$ cat config.mk
export PLATFORM = sky130hd
export DESIGN_NAME = game_end_timer
export DESIGN_NICKNAME = d
export VERILOG_FILES = /design/src/rtl/game_end_timer.sv
export SDC_FILE = /design/constraint.sdc
export NUM_CORES = 1
export LEC_CHECK = 0
export ABC_CLOCK_PERIOD_IN_PS = 2230
export BUFFER_PORTS_ARGS = -buffer_cell sky130_fd_sc_hd__clkbuf_2
export CAP_MARGIN = 25
export CORE_MARGIN = 5
export CORE_UTILIZATION = 57
export CTS_CLUSTER_SIZE = 40
export DETAILED_ROUTE_END_ITERATION = 7
export PLACE_DENSITY = 0.78
export SLEW_MARGIN = 15
export SYNTH_ARGS = -nofsm -noshare
export SYNTH_HDL_FRONTEND = slang
export SYNTH_SLANG_ARGS = --single-unit
$ cat constraint.sdc
create_clock -name clk -period 2.23 [get_ports clk]
set_input_delay 0.5575 -clock clk [delete_from_list [all_inputs] [get_ports clk]]
set_output_delay 0.5575 -clock clk [all_outputs]
set_load 0.02 [all_outputs]
$ cat src/rtl/game_end_timer.sv
// End-of-game pause timer: after an accepted start it runs for DURATION ticks of PRESCALE cycles,
// then pulses expired. It also keeps saturating win/loss tallies of finished games.
module game_end_timer #(
    parameter int unsigned PRESCALE = 1000000,
    parameter int unsigned DURATION = 100
) (
    input  logic       clk,
    input  logic       rst,
    input  logic       start,
    input  logic       game_won,
    input  logic       clear_score,
    output logic       running,
    output logic       expired,
    output logic [7:0] ticks_left,
    output logic [7:0] win_count,
    output logic [7:0] loss_count
);

    localparam int unsigned PW = (PRESCALE > 1) ? $clog2(PRESCALE) : 1;
    localparam int unsigned CW = 8;
    localparam logic [PW-1:0] PRESCALE_LAST = PW'(PRESCALE - 1);
    localparam logic [CW-1:0] DURATION_LOAD = CW'(DURATION);
    localparam logic [CW-1:0] COUNT_MAX     = '1;

    typedef enum logic {
        IDLE = 1'b0,
        RUN  = 1'b1
    } state_t;

    state_t        state, state_nxt;
    logic [PW-1:0] prescaler, prescaler_nxt;
    logic [CW-1:0] ticks_nxt, win_nxt, loss_nxt;
    logic          running_nxt, expired_nxt;
    logic          first_edge, start_prev;
    logic          start_accept, tick;

    // Unreset history of start: lets the first edge after reset reject a start held through reset.
    always_ff @(posedge clk) begin
        start_prev <= start;
    end

    always_ff @(posedge clk or negedge rst) begin
        if (!rst) begin
            state      <= IDLE;
            prescaler  <= '0;
            ticks_left <= '0;
            win_count  <= '0;
            loss_count <= '0;
            running    <= 1'b0;
            expired    <= 1'b0;
            first_edge <= 1'b1;
        end else begin
            state      <= state_nxt;
            prescaler  <= prescaler_nxt;
            ticks_left <= ticks_nxt;
            win_count  <= win_nxt;
            loss_count <= loss_nxt;
            running    <= running_nxt;
            expired    <= expired_nxt;
            first_edge <= 1'b0;
        end
    end

    // Next-state, timer and score update.
    always_comb begin
        state_nxt     = state;
        prescaler_nxt = prescaler;
        ticks_nxt     = ticks_left;
        win_nxt       = win_count;
        loss_nxt      = loss_count;
        expired_nxt   = 1'b0;
        start_accept  = 1'b0;
        tick          = 1'b0;

        case (state)
            IDLE: begin
                prescaler_nxt = '0;
                ticks_nxt     = '0;
                if (start && !(first_edge && start_prev)) begin
                    start_accept = 1'b1;
                    state_nxt    = RUN;
                    ticks_nxt    = DURATION_LOAD;
                end
            end
            RUN: begin
                tick          = (prescaler == PRESCALE_LAST);
                prescaler_nxt = tick ? '0 : prescaler + PW'(1);
                if (tick) begin
                    ticks_nxt = ticks_left - CW'(1);
                    if (ticks_left == CW'(1)) begin
                        state_nxt   = IDLE;
                        expired_nxt = 1'b1;
                    end
                end
            end
            default: state_nxt = IDLE;
        endcase

        // A clear wins over the result of a start in the same cycle.
        if (clear_score) begin
            win_nxt  = '0;
            loss_nxt = '0;
        end else if (start_accept) begin
            if (game_won) begin
                if (win_count != COUNT_MAX) win_nxt = win_count + CW'(1);
            end else begin
                if (loss_count != COUNT_MAX) loss_nxt = loss_count + CW'(1);
            end
        end

        running_nxt = (state_nxt == RUN);
    end

endmodule

==> impl_metrics.ini, run 1 <==
[status]
status = finished clean

[synthesis]
synth_area_per_cell_um2 = 9.53
syn-cell-area_um2 = 2490
synth-edff-count = 0
syn_inst = 261
ys.flop_type = dfrtp_1
yosysWarnings = 0
ys_types = 48
async_reset_ff_share_pct = 97.9
syn_nets = 271
ys_seq_elements = 48
ys_seq_area_share_pct = 48.1
synth_top_area_share_pct = 46.3
synth_largest_area_cell = dfrtp_1
synth.area.top_cells = dfrtp_1, a21oi_1, nor2_1

[place]
io_buffers = 30
hpwl_mm = 3.63
gp_congestion = 0.823
dpl_cell_area_um2 = 2730

[floorplanning]
die_w_um = 76.1
die_y_um = 76.1
die-area_um2 = 5790
core_area_um2 = 4290
start_util_pct = 57.9
num_rows = 24
io_pins = 31

[drt]
drc = 0
finalWirelength_mm = 5.16
post_drt_wl_per_cell_um = 14.6
via_per_inst = 5.97
drt-pass1-iter-count = 4
num_vias = 2101
drt_first_iter_violations = 77
drtAntennaViolNets = 0

[pwr]
p_leak_nw = 1.22
powerDensity_nw_per_um2 = 664
vdd_drop_max_mv = 0.444
p_total_w = 0.00188

[critical_path]
critPathMaxStageDelay_ns = 0.62
critPathArrivalTime_ns = 2.34
startpoint_type = register
crit_chain = ha_1 > nand3_4 > or4_4 > or4_1 > a21oi_1
cpMaxStageDelayCell = or4_4
cp.required_ns = 2.46
cp_max_fo = 13
crit_type = register to register
worstReg2RegEnd = ticks_left[4]
rrSetupSlack_ns = 0.11
endpoint_kind = register
r2r_start = prescaler[0]
rr_worst_depth = 5

[finish]
final_common_cell = dfrtp_1
n_antenna_cell = 0
finish.utilization_pct = 65.9
drive_above_1_share_pct = 18.7
final_nets = 309
num-fill-cells = 361
final_cell_mix = dfrtp_1, clkbuf_2, nor2_1
fin_area_um2 = 2830
syn_to_final_growth_pct = 13.7

[clock_network]
cts_buffers = 5
cts_setup_buffers = 0
cts.htree.levels = 2
cts_resized = 0
cts_tree = done
cts.sinks = 48
clk_pin_slew_ns = 0.08
cts-hold-fix-buffers = 0
clk_path_buf_depth = 2
cts-root-buf = clkbuf_8
clock_latency_ns = 0.30

[timing]
maxSlewHeadroom_pct = 58.4
fin_crit_sh_pct = 94.9
max_freq_mhz = 473
hold_violations = 0
tightest_slew_ns = 0.624
setup_viol = 0
whs_ns = 0.344
rsz0062_at_grt = false
finalCriticalPeriod_ns = 2.12
slew_viol_final = 0
fin_worst_skew_ns = 0.00153
setup_tns_ns = 0

[global_route]
grt_max_degree = 48
grt_use_total_pct = 18.8
grt_first_pass_wirelength_mm = 9.23
grt_overflow = 0
grt_pass1_vias = 2022
grt_antenna_before_repair = 0

[min_path]
hp-class = input pin to asynchronous set/reset pin

[run]
cap_viol_max_count = 0
==> registers in the layout, indices dropped and copies added (netlist names) <==
signal / cells
prescaler: 20
loss_count: 8
ticks_left: 8
win_count: 8
expired: 1
first_edge: 1
start_prev: 1
state: 1
==> through the flow <==
step	worst slack [ns]	instances
after CTS	0.111	352
after global placement	0.228	344
final	0.115	352
after detailed placement	0.127	344
after global routing	0.00668	352
after floorplan	0.279	261
==> critical path, delay by kind of cell (launching register included) <==
kind | cells | cell delay (ns)
flops | 1 | 0.41
simple gates | 3 | 1.21
fa+ha+maj | 1 | 0.26
compound gates | 1 | 0.17
==> Yosys cell counts, types with 2 or more instances <==
cell	count
o31ai_1	8
or4_4	3
nor4_1	7
o21ai_0	13
xor2_1	3
clkbuf_1	4
or3_1	14
nand2_1	14
dfrtp_1	46
or4_1	8
a31oi_1	4
nand4_1	7
mux2i_1	2
a311oi_1	2
xnor2_1	9
ha_1	5
nor3_1	8
nand3_1	13
a21oi_1	22
inv_1	12
nor2_1	26
nand2b_1	2
and3_1	4
==> layer usage <==
| metal | GRT usage (%) | wire length (µm) | vias up |
|---|---|---|---|
| li1 | - | - | 1035 |
| met1 | 24.0 | 2350 | 1010 |
| met2 | 31.0 | 2460 | 46 |
| met3 | 4.73 | 243 | 10 |
| met4 | 6.64 | 98 | 0 |
| met5 | 0 | 0 | - |
==> cell families (layout without fill, tap and decap cells) <==
group / after synthesis / count (layout) / synth area share [%]
buffers and inverters: 20 / 59 / 3.52
AOI/OAI and AO/OA: 57 / 57 / 14.2
xor gates and xnor gates: 12 / 12 / 4.23
and+or+nand+nor: 115 / 115 / 26.0
muxes: 3 / 3 / 1.26
other: 1 / 1 / 0.151
DFF: 48 / 48 / 48.1
adders and majority gates: 5 / 5 / 2.52
==> area by class of cell <==
| class | count | area [µm²] | area share [%] |
|---|---|---|---|
| Sequential cell | 48 | 1200 | 42.3 |
| Multi-Input combinational cell | 193 | 1200 | 42.5 |
| Timing Repair Buffer | 39 | 218 | 7.70 |
| Inverter | 12 | 45.0 | 1.59 |
| Tap cell | 52 | 65.1 | 2.30 |
| Clock buffer | 8 | 100 | 3.54 |
==> worst max-delay path by stage <==
stage / from / end / slack [ns] / cells past startpoint
2_1_floorplan: prescaler[0] / prescaler[14] / 0.28 / 7
6_report: prescaler[0] / ticks_left[4] / 0.11 / 5
5_1_grt: prescaler[0] / ticks_left[4] / 0.007 / 5
3_3_place_gp: start / win_count[7] / 0.23 / 5
3_5_place_dp: prescaler[0] / ticks_left[4] / 0.13 / 5
4_1_cts: prescaler[0] / ticks_left[4] / 0.11 / 5
==> where the power goes <==
| group | total (W) | switching [W] | leakage [nW] | internal [W] |
|---|---|---|---|---|
| sequential | 0.00104 | 0.0000938 | 0.635 | 0.000942 |
| combinational | 0.000282 | 0.000163 | 0.538 | 0.000118 |
| clock | 0.000561 | 0.000277 | 0.0515 | 0.000283 |
| total | 0.00188 | 0.000535 | 1.22 | 0.00134 |
Power figures use the tool's default switching activity.
==> run 2: changes to the inputs <==
--- a/config.mk
+++ b/config.mk
@@ -5,7 +5,7 @@
 export SDC_FILE = /design/constraint.sdc
 export NUM_CORES = 1
 export LEC_CHECK = 0
-export ABC_CLOCK_PERIOD_IN_PS = 2230
+export ABC_CLOCK_PERIOD_IN_PS = 2360
 export BUFFER_PORTS_ARGS = -buffer_cell sky130_fd_sc_hd__clkbuf_2
 export CAP_MARGIN = 25
 export CORE_MARGIN = 5
@@ -13,6 +13,7 @@
 export CTS_CLUSTER_SIZE = 40
 export DETAILED_ROUTE_END_ITERATION = 7
 export PLACE_DENSITY = 0.78
+export REMOVE_ABC_BUFFERS = 1
 export SLEW_MARGIN = 15
 export SYNTH_ARGS = -nofsm -noshare
 export SYNTH_HDL_FRONTEND = slang
==> constraint.sdc (replaced) <==
create_clock -name clk -period 2.36 [get_ports clk]
set_input_delay 0.59 -clock clk [delete_from_list [all_inputs] [get_ports clk]]
set_output_delay 0.59 -clock clk [all_outputs]
set_load 0.02 [all_outputs]
==> run 2 against run 1 <==
Against the previous run: setup slack better by 0.11 ns; largest cell class unchanged; power is 1.6% lower; maximum frequency down 0.92%; critical path type unchanged; clock power up 12%; largest power group unchanged; worst hold slack got worse by 0.088 ns; sequential share of layout area is 0.056 points lower; sequential power is 6% lower.
==> impl_metrics.ini, run 2 (synthesis gave the netlist of run 1 again) <==
[timing]
whs_ns = 0.256
max_freq_mhz = 468
setup_viol = 0
maxSlewHeadroom_pct = 63.3
tightest_slew_ns = 0.551
fin_ws_ns = 0.225
hold_violations = 0
fin_worst_skew_ns = 0.00887
slew_viol_final = 0
finalCriticalPeriod_ns = 2.14
setup_tns_ns = 0
fin_crit_sh_pct = 90.5
rsz0062_at_grt = false

[floorplanning]
die_y_um = 76.1
num_rows = 24
start_util_pct = 57.9
core_area_um2 = 4290
io_pins = 31
die_w_um = 76.1
die-area_um2 = 5790

[place]
hpwl_mm = 3.63
dp_slack_ns = 0.220
io_buffers = 30
gp_congestion = 0.843

[critical_path]
cpMaxStageDelayCell = or4_4
cp.required_ns = 2.52
crit_chain = ha_1 > nand3_4 > or4_4 > o21ai_4 > nor2_1
cp_top_family = simple AND/OR/NAND/NOR gates
critPathArrivalTime_ns = 2.30
cp_max_fo = 19
startpoint_type = register
crit_type = register to register
path_buf_inv = 0
critPathMaxStageDelay_ns = 0.64
endpoint_kind = register

[finish]
drive_above_1_share_pct = 17.9
syn_to_final_growth_pct = 13.8
largest_reg_flops = 20
num-fill-cells = 352
final_common_cell = dfrtp_1
final_cell_mix = dfrtp_1, clkbuf_2, nor2_1
regMostFlops = prescaler
n_antenna_cell = 0
final_nets = 305

[global_route]
grt_overflow = 0
grt_first_pass_wirelength_mm = 9.14
grt_use_total_pct = 18.4
grt_pass1_vias = 1970
grt_antenna_before_repair = 0
grt_max_degree = 28

[pwr]
powerDensity_nw_per_um2 = 653
vdd_drop_max_mv = 0.384
p_leak_nw = 1.22

[clock_network]
clk_pin_slew_ns = 0.09
cts.htree.levels = 2
clock_latency_ns = 0.30
cts_setup_buffers = 0
cts_resized = 0
cts.sinks = 48
cts_tree = done
cts-root-buf = clkbuf_8
cts_buffers = 5
clk_path_buf_depth = 2
cts-hold-fix-buffers = 0

[min_path]
hp-class = input pin to asynchronous set/reset pin

[drt]
finalWirelength_mm = 5.12
drt_first_iter_violations = 112
num_vias = 2059
post_drt_wl_per_cell_um = 14.7
via_per_inst = 5.92
drtAntennaViolNets = 0
drt-pass1-iter-count = 4
drc = 0

[run]
cap_viol_max_count = 0

[status]
status = finished clean
==> run 2: cell count changes in the layout (fill, tap and decap cells not counted) <==
cell	change
clkbuf_8	-1
bufinv_16	+1
clkinv_4	+1
clkbuf_1	-1
buf_4	-5
buf_12	+1
==> run 2: worst paths after layout <==
path                              start            to  slack, ns  depth (start not counted)
max                        prescaler[0]  prescaler[9]       0.22                          5
min                                 rst  win_count[5]       0.26                          1
max reg2reg                prescaler[0]  prescaler[9]       0.22                          5
min reg2reg                prescaler[0]  prescaler[0]       0.50                          1
max in group asynchronous           rst    first_edge       1.50                          2
min in group clk                  start    start_prev       0.41                          1
==> run 2: worst reg2reg max path: stages, from the launching register on <==
cell,delay (ns)
dfrtp_1,0.40
ha_1,0.25
nand3_4,0.14
or4_4,0.64
o21ai_4,0.46
nor2_1,0.11
==> run 2: layer usage <==
metal	share of wire (%)	up-vias	global-route usage [%]
met5	0	-	0
met4	0.90	0	5.42
met3	4.8	5	4.37
met2	47	56	29.6
met1	47	976	24.8
li1	-	1022	-
==> run 2: stage by stage <==
step / total power (W) / instance area, µm² / utilization (%) / instances
finish: 0.00185 / 2830 / 65.9 / 348
floorplan: 0.00115 / 2440 / - / 253
global route: 0.00194 / 2830 / 65.9 / 348
global placement: 0.00122 / 2710 / 63.1 / 340
detailed placement: 0.00124 / 2710 / 63.1 / 340
CTS: 0.00187 / 2830 / 65.9 / 348
==> run 2: where the power goes <==
part           internal [W]  total (W)  switching (W)
logic              0.000100   0.000244       0.000144
registers          0.000890   0.000976      0.0000856
clock network      0.000347   0.000629       0.000282
total               0.00134    0.00185       0.000511
==> run 2: area by class of cell <==
class	instances	area, µm²	share of cell area [%]
Clock inverter	2	38.8	1.37
Clock buffer	6	82.6	2.92
Inverter	12	45.0	1.59
Timing Repair Buffer	35	200	7.07
Sequential cell	48	1200	42.3
Multi-Input combinational cell	193	1200	42.5
Tap cell	52	65.1	2.30
